## src/rtl/mux_n_arb.sv

```systemverilog
// N-channel word multiplexer with valid/ready handshakes and a single registered output stage.
// MODE 0 forwards the channel picked by sel; MODE 1 arbitrates round-robin across valid channels.
module mux_n_arb #(
  parameter int WIDTH    = 16,
  parameter int CHANNELS = 4,
  parameter int MODE     = 0,
  localparam int SEL_W   = $clog2(CHANNELS)
) (
  input  logic                      clk,
  input  logic                      reset,
  input  logic [CHANNELS*WIDTH-1:0] in_data,
  input  logic [CHANNELS-1:0]       in_valid,
  output logic [CHANNELS-1:0]       in_ready,
  input  logic [SEL_W-1:0]          sel,
  output logic [WIDTH-1:0]          out_data,
  output logic [SEL_W-1:0]          out_chan,
  output logic                      out_valid,
  input  logic                      out_ready
);

  logic [WIDTH-1:0] data_q, data_d;
  logic [SEL_W-1:0] chan_q, chan_d;
  logic             valid_q, valid_d;
  logic [SEL_W-1:0] ptr_q, ptr_d;

  logic [SEL_W-1:0] gnt;
  logic             gntValid;
  logic             loadEn;
  logic             xferEn;
  logic [WIDTH-1:0] word;
  logic [SEL_W-1:0] ptrNext;

  // sel is only consulted in fixed mode
  logic unusedSel;
  assign unusedSel = ^sel;

  // Round-robin scan runs from the far end back towards ptr so the closest valid channel wins.
  always_comb begin
    gnt      = '0;
    gntValid = 1'b0;
    if (MODE == 0) begin
      for (int i = 0; i < CHANNELS; i++) begin
        if (sel == SEL_W'(i) && in_valid[i]) begin
          gnt      = SEL_W'(i);
          gntValid = 1'b1;
        end
      end
    end else begin
      for (int k = CHANNELS - 1; k >= 0; k--) begin
        if (in_valid[(int'(ptr_q) + k) % CHANNELS]) begin
          gnt      = SEL_W'((int'(ptr_q) + k) % CHANNELS);
          gntValid = 1'b1;
        end
      end
    end
  end

  always_comb begin
    loadEn  = !valid_q || out_ready;
    xferEn  = !reset && loadEn && gntValid;
    word    = '0;
    ptrNext = (gnt == SEL_W'(CHANNELS - 1)) ? '0 : gnt + 1'b1;
    for (int i = 0; i < CHANNELS; i++) begin
      in_ready[i] = xferEn && (gnt == SEL_W'(i));
      if (gnt == SEL_W'(i)) begin
        word = in_data[i*WIDTH +: WIDTH];
      end
    end

    data_d  = data_q;
    chan_d  = chan_q;
    valid_d = valid_q;
    ptr_d   = ptr_q;
    if (xferEn) begin
      data_d  = word;
      chan_d  = gnt;
      valid_d = 1'b1;
      if (MODE == 1) begin
        ptr_d = ptrNext;
      end
    end else if (valid_q && out_ready) begin
      valid_d = 1'b0;
    end
  end

  always_ff @(posedge clk) begin
    if (reset) begin
      data_q  <= '0;
      chan_q  <= '0;
      valid_q <= 1'b0;
      ptr_q   <= '0;
    end else begin
      data_q  <= data_d;
      chan_q  <= chan_d;
      valid_q <= valid_d;
      ptr_q   <= ptr_d;
    end
  end

  assign out_data  = data_q;
  assign out_chan  = chan_q;
  assign out_valid = valid_q;

endmodule

```

## config.mk

```make
export PLATFORM = sky130hd
export DESIGN_NAME = mux_n_arb
export DESIGN_NICKNAME = d
export VERILOG_FILES = /design/src/rtl/mux_n_arb.sv
export SDC_FILE = /design/constraint.sdc
export NUM_CORES = 1
export LEC_CHECK = 0
export BUFFER_PORTS_ARGS = -buffer_cell sky130_fd_sc_hd__buf_2
export CORE_ASPECT_RATIO = 0.7
export CORE_MARGIN = 3
export CORE_UTILIZATION = 30
export CTS_BUF_LIST = sky130_fd_sc_hd__clkbuf_8
export DETAILED_ROUTE_END_ITERATION = 7
export SLEW_MARGIN = 20
export SYNTH_ARGS = -nofsm -noshare
export SYNTH_HDL_FRONTEND = slang
export SYNTH_SLANG_ARGS = --single-unit
```

## constraint.sdc

```tcl
create_clock -name clk -period 1.55 [get_ports clk]
set_input_delay 0.0775 -clock clk [delete_from_list [all_inputs] [get_ports clk]]
set_output_delay 0.0775 -clock clk [all_outputs]
set_load 0.01 [all_outputs]
```

-- Yosys cells after proc, flatten, opt, wreduce, memory -nomap -nowiden
Cells that the tools add are included.
- register bits after elaboration: 19
- bits in latches: 0
- RAM bits: 0
- memory bits (read-only): 0
- input bits: 73
- output and inout bits: 23
- word-level logic and storage cells: 39
- memories kept: 0
- add/subtract/negate cells: 0
- $mul: 0
- divide/modulo/power cells: 0
- order comparisons: 0
- equal/unequal tests: 6
- shift-type cells: 0
- mux-type cells: 13
- bitwise gates (word level): 0
- reductions and logical operators: 17
- operators with widths (kind ; count):
    $mux 16 ; 4
    $logic_and 1x1->1 ; 11
    $eq 2x2->1 const B ; 4
    $mux 1 ; 7
    $eq 2x1->1 const B ; 2
    $logic_not 2->1 ; 2
    $mux 2 ; 2
    $logic_not 1->1 ; 2
    $reduce_bool 2->1 ; 1
    $logic_or 1x1->1 ; 1

-- Depth between registers and ports, before layout
Gate-level depths: netlist of the first run.
- word-level depth: 10
- depth in mapped cells: 7
- mapped depth without buffers: 4

-- Least setup slack after synthesis of the first run
Ideal clock, no wire load.
- path kind: input port to flip-flop
- start point: input port sel[1]
- end point: register data_q[10], in the netlist out_data[10]
- setup time: 0.087 ns
- data arrival time: 1.404 ns
- data required time: 1.463 ns
- slack: 0.059 ns
- stages on the path: 7
- buffers on the path: 3
- path through: buf_6 > mux4_2 > or3b_1 > buf_6 > clkbuf_1 > nand3_1 > o31ai_1
- word-level cells in the longest chain between the ends: 10
- elaborated cells on any way between the ends: 24
- those cells by class: eq/ne: 6; mux: 11; reduce/logical: 7
- ends and longest elaborated chain (item ; RTL line ; source):
    from (decl) ; 14 ; input logic [SEL_W-1:0] sel,
    $eq 2x1->1 ; 43 ; if (sel == SEL_W'(i) && in_valid[i]) begin
    $logic_and 1x1->1 ; 43 ;
    $mux 1 ; 43 ;
    $mux 2 (2 in a row) ; 43 ;
    $logic_not 2->1 ; 65 ; if (gnt == SEL_W'(i)) begin
    $mux 16 (4 in a row) ; 65 ;
    to (signal assigned) ; 93 ; data_q <= data_d;
    to (decl) ; 21 ; logic [WIDTH-1:0] data_q, data_d;
Several ways; a longest one is shown, not always the timed one.
A chain may end at the register's enable or synchronous reset.

-- Worst setup path after layout of the first run
- start point: register valid_q, in the netlist out_valid
- end point: output port in_ready[0]
- word-level cells in the longest chain between the ends: 5
- ends and longest elaborated chain (item ; RTL line ; source):
    from (decl) ; 23 ; logic valid_q, valid_d;
    from (signal assigned) ; 95 ; valid_q <= valid_d;
    $logic_not 1->1 ; 59 ; loadEn = !valid_q || out_ready;
    $logic_or 1x1->1 ; 59 ;
    $logic_and 1x1->1 (2 in a row) ; 60 ; xferEn = !reset && loadEn && gntValid;
    $logic_and 1x1->1 ; 64 ; in_ready[i] = xferEn && (gnt == SEL_W'(i));
    to (decl) ; 13 ; output logic [CHANNELS-1:0] in_ready,
Every way passes these cells.

==> out/results.tsv, run 1 <==
metric	value	unit
Slew Viols, Final	0	
VDD IR-drop max	0.5036	mV
post-route insts no fill	326	
DRC	0	
Area Overhead vs Synth	57.52	%
layout cells sized above 1	0.4927	
RSZ-0062 raised after global routing	yes	
Setup-failing EPs final	3	
Via density	5.212	
number of distinct library cells after synthesis	26	
overall die area	5286	um2
placed cells	319	
# H-tree levels	1	
total track usage	0.1722	
core area	4089	um2
worst hold slack	60.89	ps
root buffer cell	clkbuf_8	
worst-margin pin slew	509.6	ps
initial antenna violation count	0	
crit path to	in_ready[0]	
R2R Path End	out_data[14]	
Tcrit/Tclk final	1.022	
Max-Cap Viols	0	
status	finished with violations	
Synth area leaders	dfxtp_1, a2bb2oi_1, a21o_1	
top-area cell type share of the netlist area	0.2857	
worst r2r src	out_valid	
final net count	348	
vias in the first global route	1545	
ant diodes	0	
CP endpoint kind	output pin	
initial core utilization	0.3256	
row count	19	
drt first pass iters	4	
HP Class	primary input to register	
Clock Skews	7.926	ps
Final min period	1584	ps
Peak Freq	0.6315	GHz
R2R depth	5	
chip height	61.74	um
Reg2Reg Setup Slack	30	ps
TritonCTS clock tree	done	
post-synth net total	244	
Fin. Hold Viols	0	
Crit Path Category	register to output pin	
CP Max Fanout	5	
DP HPWL	3859	um
Pleak	0.001079	uW
first-pass GRT wire length	7113	um
routability cong.	0.8066	
failing checks	negative setup slack	
average size of a mapped cell	7.785	um2
WP data arrival	1510	ps
Post-Syn Instances	171	
I/O Pins	96	
WL/cell	14.96	um
Worst EP required	1470	ps
Synth Cell Area	1331	um2
clk sinks	19	
CTS Buf Count	3	
Final ANT Viol Nets	0	
setup tns final	-51.71	ps
Critical Path Source	out_valid	
clk slew on worst S/H paths	80	ps
grt ovf	0	
slack of the critical path	-33.56	ps
synth warn	0	
CP Launch Type	register	
slew margin rel.	0.6603	
sequential-to-total area share from yosys stat	0.2857	
largest net degree at the start of global routing	25	
Synth area leader	dfxtp_1	
power per cell area	689.8	nW/um2
hold path startpoint	reset	
Clk Latency, worst-skew pair	260	ps
Port Buf Inserts	95	
Clock Tree Buf Depth	2	
aggregate routed wire length	4877	um
total power draw	1447	uW
iteration-0 DRC count of the detailed router	67	
FF+latch count, synth	19	
pre-CTS WS	-57.08	ps
via count	1699	
DIE WIDTH	85.62	um
[power breakdown]
part | internal (uW) | switching [uW]
Clock | 179 | 169
Sequential | 538 | 24.0
Combinational | 276 | 260
Total | 993 | 454
[repair_timing]
action	in CTS	in global routing
gates resized for setup	8	13
endpoints found under the setup margin	3	11
hold buffers	0	0
pin swaps	2	2
buffers inserted	2	1
[cell type report]
cell class	count	area (um2)
inverters	1	3.754
multi-input cells	133	913.4
clock buffers	3	41.29
well taps	52	65.06
fillers	424	1992
clock inverters	1	5.005
flip-flops and latches	19	381.6
repair buffers	117	686.9
[routing by layer]
metal	vias up	share of wire	track usage	routed length (um)
li1	861	-	-	-
met1	770	0.48	0.2444	2352
met2	66	0.43	0.2777	2116
met3	2	0.078	0.03689	378
met4	0	0.0059	0.02709	29
met5	-	0	0	0
[state kept, by name, indices dropped and copies added, names as in the netlist]
register	flops
out_data	16
out_chan	2
out_valid	1
[cells in the final DEF, fill, tap and decap left out, drive strengths merged]
cell type and n:
clkbuf 3, nand3b 1, buf 117, o22ai 13, or3b 1, o31ai 13, nand3 16, a21o 14
or3 3, and2 1, a32oi 3, clkinv 2, mux4 1, nor2 18, dfxtp 19, nor2b 3
nand2 5, a2bb2oi 13, o211ai 3, o21ai 2, or4 1, nor3 1, a21oi 16, mux2i 5
[worst min path at each step]
stage / endpoint / cells after the start
floorplan: out_chan[0] / 1
finish: out_chan[0] / 2
CTS: out_chan[0] / 2
global placement: out_chan[0] / 2
detailed placement: out_chan[1] / 2
global route: out_chan[0] / 2
[cells in the mapped netlist, drive strengths merged]
library cell	instances
clkinv	1
mux4	1
o31ai	13
or4	1
nor3	1
dfxtp	19
nand3b	1
or3	3
mux2i	5
nand3	16
buf	6
a21oi	16
a21o	14
clkbuf	12
or3b	1
and2	1
o21ai	2
nor2	18
o22ai	13
a32oi	3
nor2b	3
a2bb2oi	13
o211ai	3
nand2	5
[through the flow]
step / util / instance area [um2]
final: 0.5129 / 2097
after global routing: 0.5129 / 2097
after CTS: 0.4963 / 2029
after detailed placement: 0.4746 / 1941
after global placement: 0.4746 / 1941
after floorplan: - / 1331
[logic make-up after synthesis]
family | after synthesis | share of synthesized area
mux | 6 | 0.05451
flops | 19 | 0.2857
buf+inv | 19 | 0.07705
simple gates | 50 | 0.1795
compound gates | 77 | 0.4032
[worst max-delay path, stage by stage, from the launching register on]
cell     delay [ps]
dfxtp_2         330
nor2b_4         120
buf_6           110
or4_4           420
a21oi_2         110
buf_2           140
(Power assumes the default switching activity.)
==> inputs of run 2 (changes only) <==
--- a/config.mk
+++ b/config.mk
@@ -11,7 +11,9 @@
 export CORE_UTILIZATION = 30
 export CTS_BUF_LIST = sky130_fd_sc_hd__clkbuf_8
 export DETAILED_ROUTE_END_ITERATION = 7
+export PLACE_DENSITY = 0.67
 export SLEW_MARGIN = 20
 export SYNTH_ARGS = -nofsm -noshare
 export SYNTH_HDL_FRONTEND = slang
 export SYNTH_SLANG_ARGS = --single-unit
+export TNS_END_PERCENT = 10
==> out/results.tsv, run 2 (synthesis results as in run 1) <==
metric	value	unit	change
status	finished with violations		unchanged
failing checks	negative setup slack		unchanged
worst-path cell chain	nor2b_1 -> buf_4 -> or4_4 -> a21oi_2 -> buf_2		was nor2b_4 -> buf_6 -> or4_4 -> a21oi_2 -> buf_2
Clk Latency, worst-skew pair	250	ps	was 260 ps
max reg flops	16		unchanged
initial core utilization	0.3256		unchanged
VDD IR-drop max	0.5093	mV	was 0.5036 mV
Slew Viols, Final	0		unchanged
RSZ-0062 raised after global routing	yes		unchanged
Fin. Hold Viols	0		unchanged
TritonCTS clock tree	done		unchanged
CP max stage cell	or4_4		unchanged
Internal	968.6	uW	was 993.0 uW
chip height	61.74	um	unchanged
first-pass GRT wire length	7383	um	was 7113 um
ant diodes	0		unchanged
aggregate routed wire length	4726	um	was 4877 um
row count	19		unchanged
P_sw	430.3	uW	was 453.5 uW
Setup-failing EPs final	2		was 3
CP Max Fanout	3		was 5
Worst EP required	1470	ps	about the same
DRC	0		unchanged
Clock power frac	0.243		was 0.241
# H-tree levels	1		unchanged
WL/cell	14.54	um	was 14.96 um
Crit path max-delay family	simple AND/OR/NAND/NOR gates		unchanged
Clock Skews	3.554	ps	was 7.926 ps
Max-Cap Viols	0		unchanged
power per cell area	698.8	nW/um2	was 689.8 nW/um2
via count	1648		was 1699
most common cell after layout, fill and taps aside	buf_2		unchanged
CP endpoint kind	output pin		unchanged
Clock Tree Buf Depth	2		unchanged
routability cong.	0.7886		was 0.8066
Crit path largest cell delay	430	ps	was 420 ps
largest net degree at the start of global routing	23		was 25
root buffer cell	clkbuf_8		unchanged
Peak Freq	0.6258	GHz	was 0.6315 GHz
worst hold slack	80.65	ps	was 60.89 ps
drt first pass iters	4		unchanged
clk sinks	19		unchanged
Sw Ratio	0.3076		was 0.3135
CP Launch Type	register		unchanged
I/O Pins	96		unchanged
worst-margin pin slew	340.5	ps	was 509.6 ps
Via density	5.071		was 5.212
setup tns final	-50.95	ps	was -51.71 ps
Comb power frac	0.356		was 0.371
commonest non-fill, non-tap cells in the layout	buf_2, buf_4, nor2_1, dfxtp_1, nand3_1		was buf_2, dfxtp_1, nor2_1, buf_4, nand3_1
slack of the critical path	-47.97	ps	was -33.56 ps
Area Overhead vs Synth	50.38	%	was 57.52%
DR WL met3	414	um	was 378 um
WL met1	2232	um	was 2352 um
Pleak	0.001054	uW	was 0.001079 uW
layout cells sized above 1	0.4652		was 0.4927
met2 WL	2034	um	was 2116 um
Top Metal Used	met4		unchanged
DIE WIDTH	85.62	um	unchanged
DP HPWL	3786	um	was 3859 um
Tcrit/Tclk final	1.031		was 1.022
overall die area	5286	um2	unchanged
CTS Buf Count	3		unchanged
final net count	347		was 348
core area	4089	um2	unchanged
grt ovf	0		unchanged
sequential share of power	0.401		was 0.389
total track usage	0.1790		was 0.1722
iteration-0 DRC count of the detailed router	61		was 67
Crit Path Category	register to output pin		unchanged
Final min period	1598	ps	was 1584 ps
clk slew on worst S/H paths	70	ps	was 80 ps
slew margin rel.	0.7721		was 0.6603
WP buf/inv	2		unchanged
Final ANT Viol Nets	0		unchanged
WP data arrival	1520	ps	was 1510 ps
vias in the first global route	1542		was 1545
Port Buf Inserts	95		unchanged
HP Class	primary input to register		unchanged
initial antenna violation count	0		unchanged
Reg2Reg Setup Slack	40	ps	was 30 ps
-- run 2: power groups by stage --
| stage | combinational, uW | sequential [uW] | clock, uW |
|---|---|---|---|
| after floorplan | 237 | 595 | 0 |
| after detailed placement | 487 | 572 | 0 |
| after global placement | 482 | 571 | 0 |
| final | 498 | 561 | 339 |
| after global routing | 553 | 567 | 374 |
| after CTS | 490 | 562 | 351 |
-- run 2: per-layer routing --
layer  track usage  vias up
met5             0        -
met4       0.03386        0
met3       0.03294        4
met2        0.2799       66
met1        0.2616      720
li1              -      858
-- run 2: layout make-up --
type,instances,area (um2)
inverters,1,3.754
clock inverters,1,5.005
fillers,434,2087
clock buffers,3,41.29
multi-input cells,133,868.3
flip-flops and latches,19,381.6
repair buffers,116,636.9
well taps,52,65.06
-- run 2: through the flow --
stage	setup slack [ps]	total power, uW	cells	instance area [um2]	utilization
floorplan	58.56	832.7	171	1331	-
global placement	-8.845	1053	321	1931	0.4722
detailed placement	-45.59	1059	321	1931	0.4722
CTS	-60.74	1403	324	1981	0.4844
global route	-108.1	1495	325	2002	0.4896
finish	-47.97	1399	325	2002	0.4896
-- run 2: timing repair --
action / 4_1_cts / 5_1_grt
gates resized for setup: 4 / 3
hold buffers: 0 / 0
setup endpoints to repair: 3 / 11
cloned: 0 / 0
buffers inserted: 0 / 1
-- run 2: worst paths after layout --
path,endpoint,cells past startpoint,from
max reg2reg,out_data[15],4,out_valid
min,out_chan[1],2,reset
max,in_ready[0],5,out_valid
min reg2reg,out_data[4],2,out_data[4]
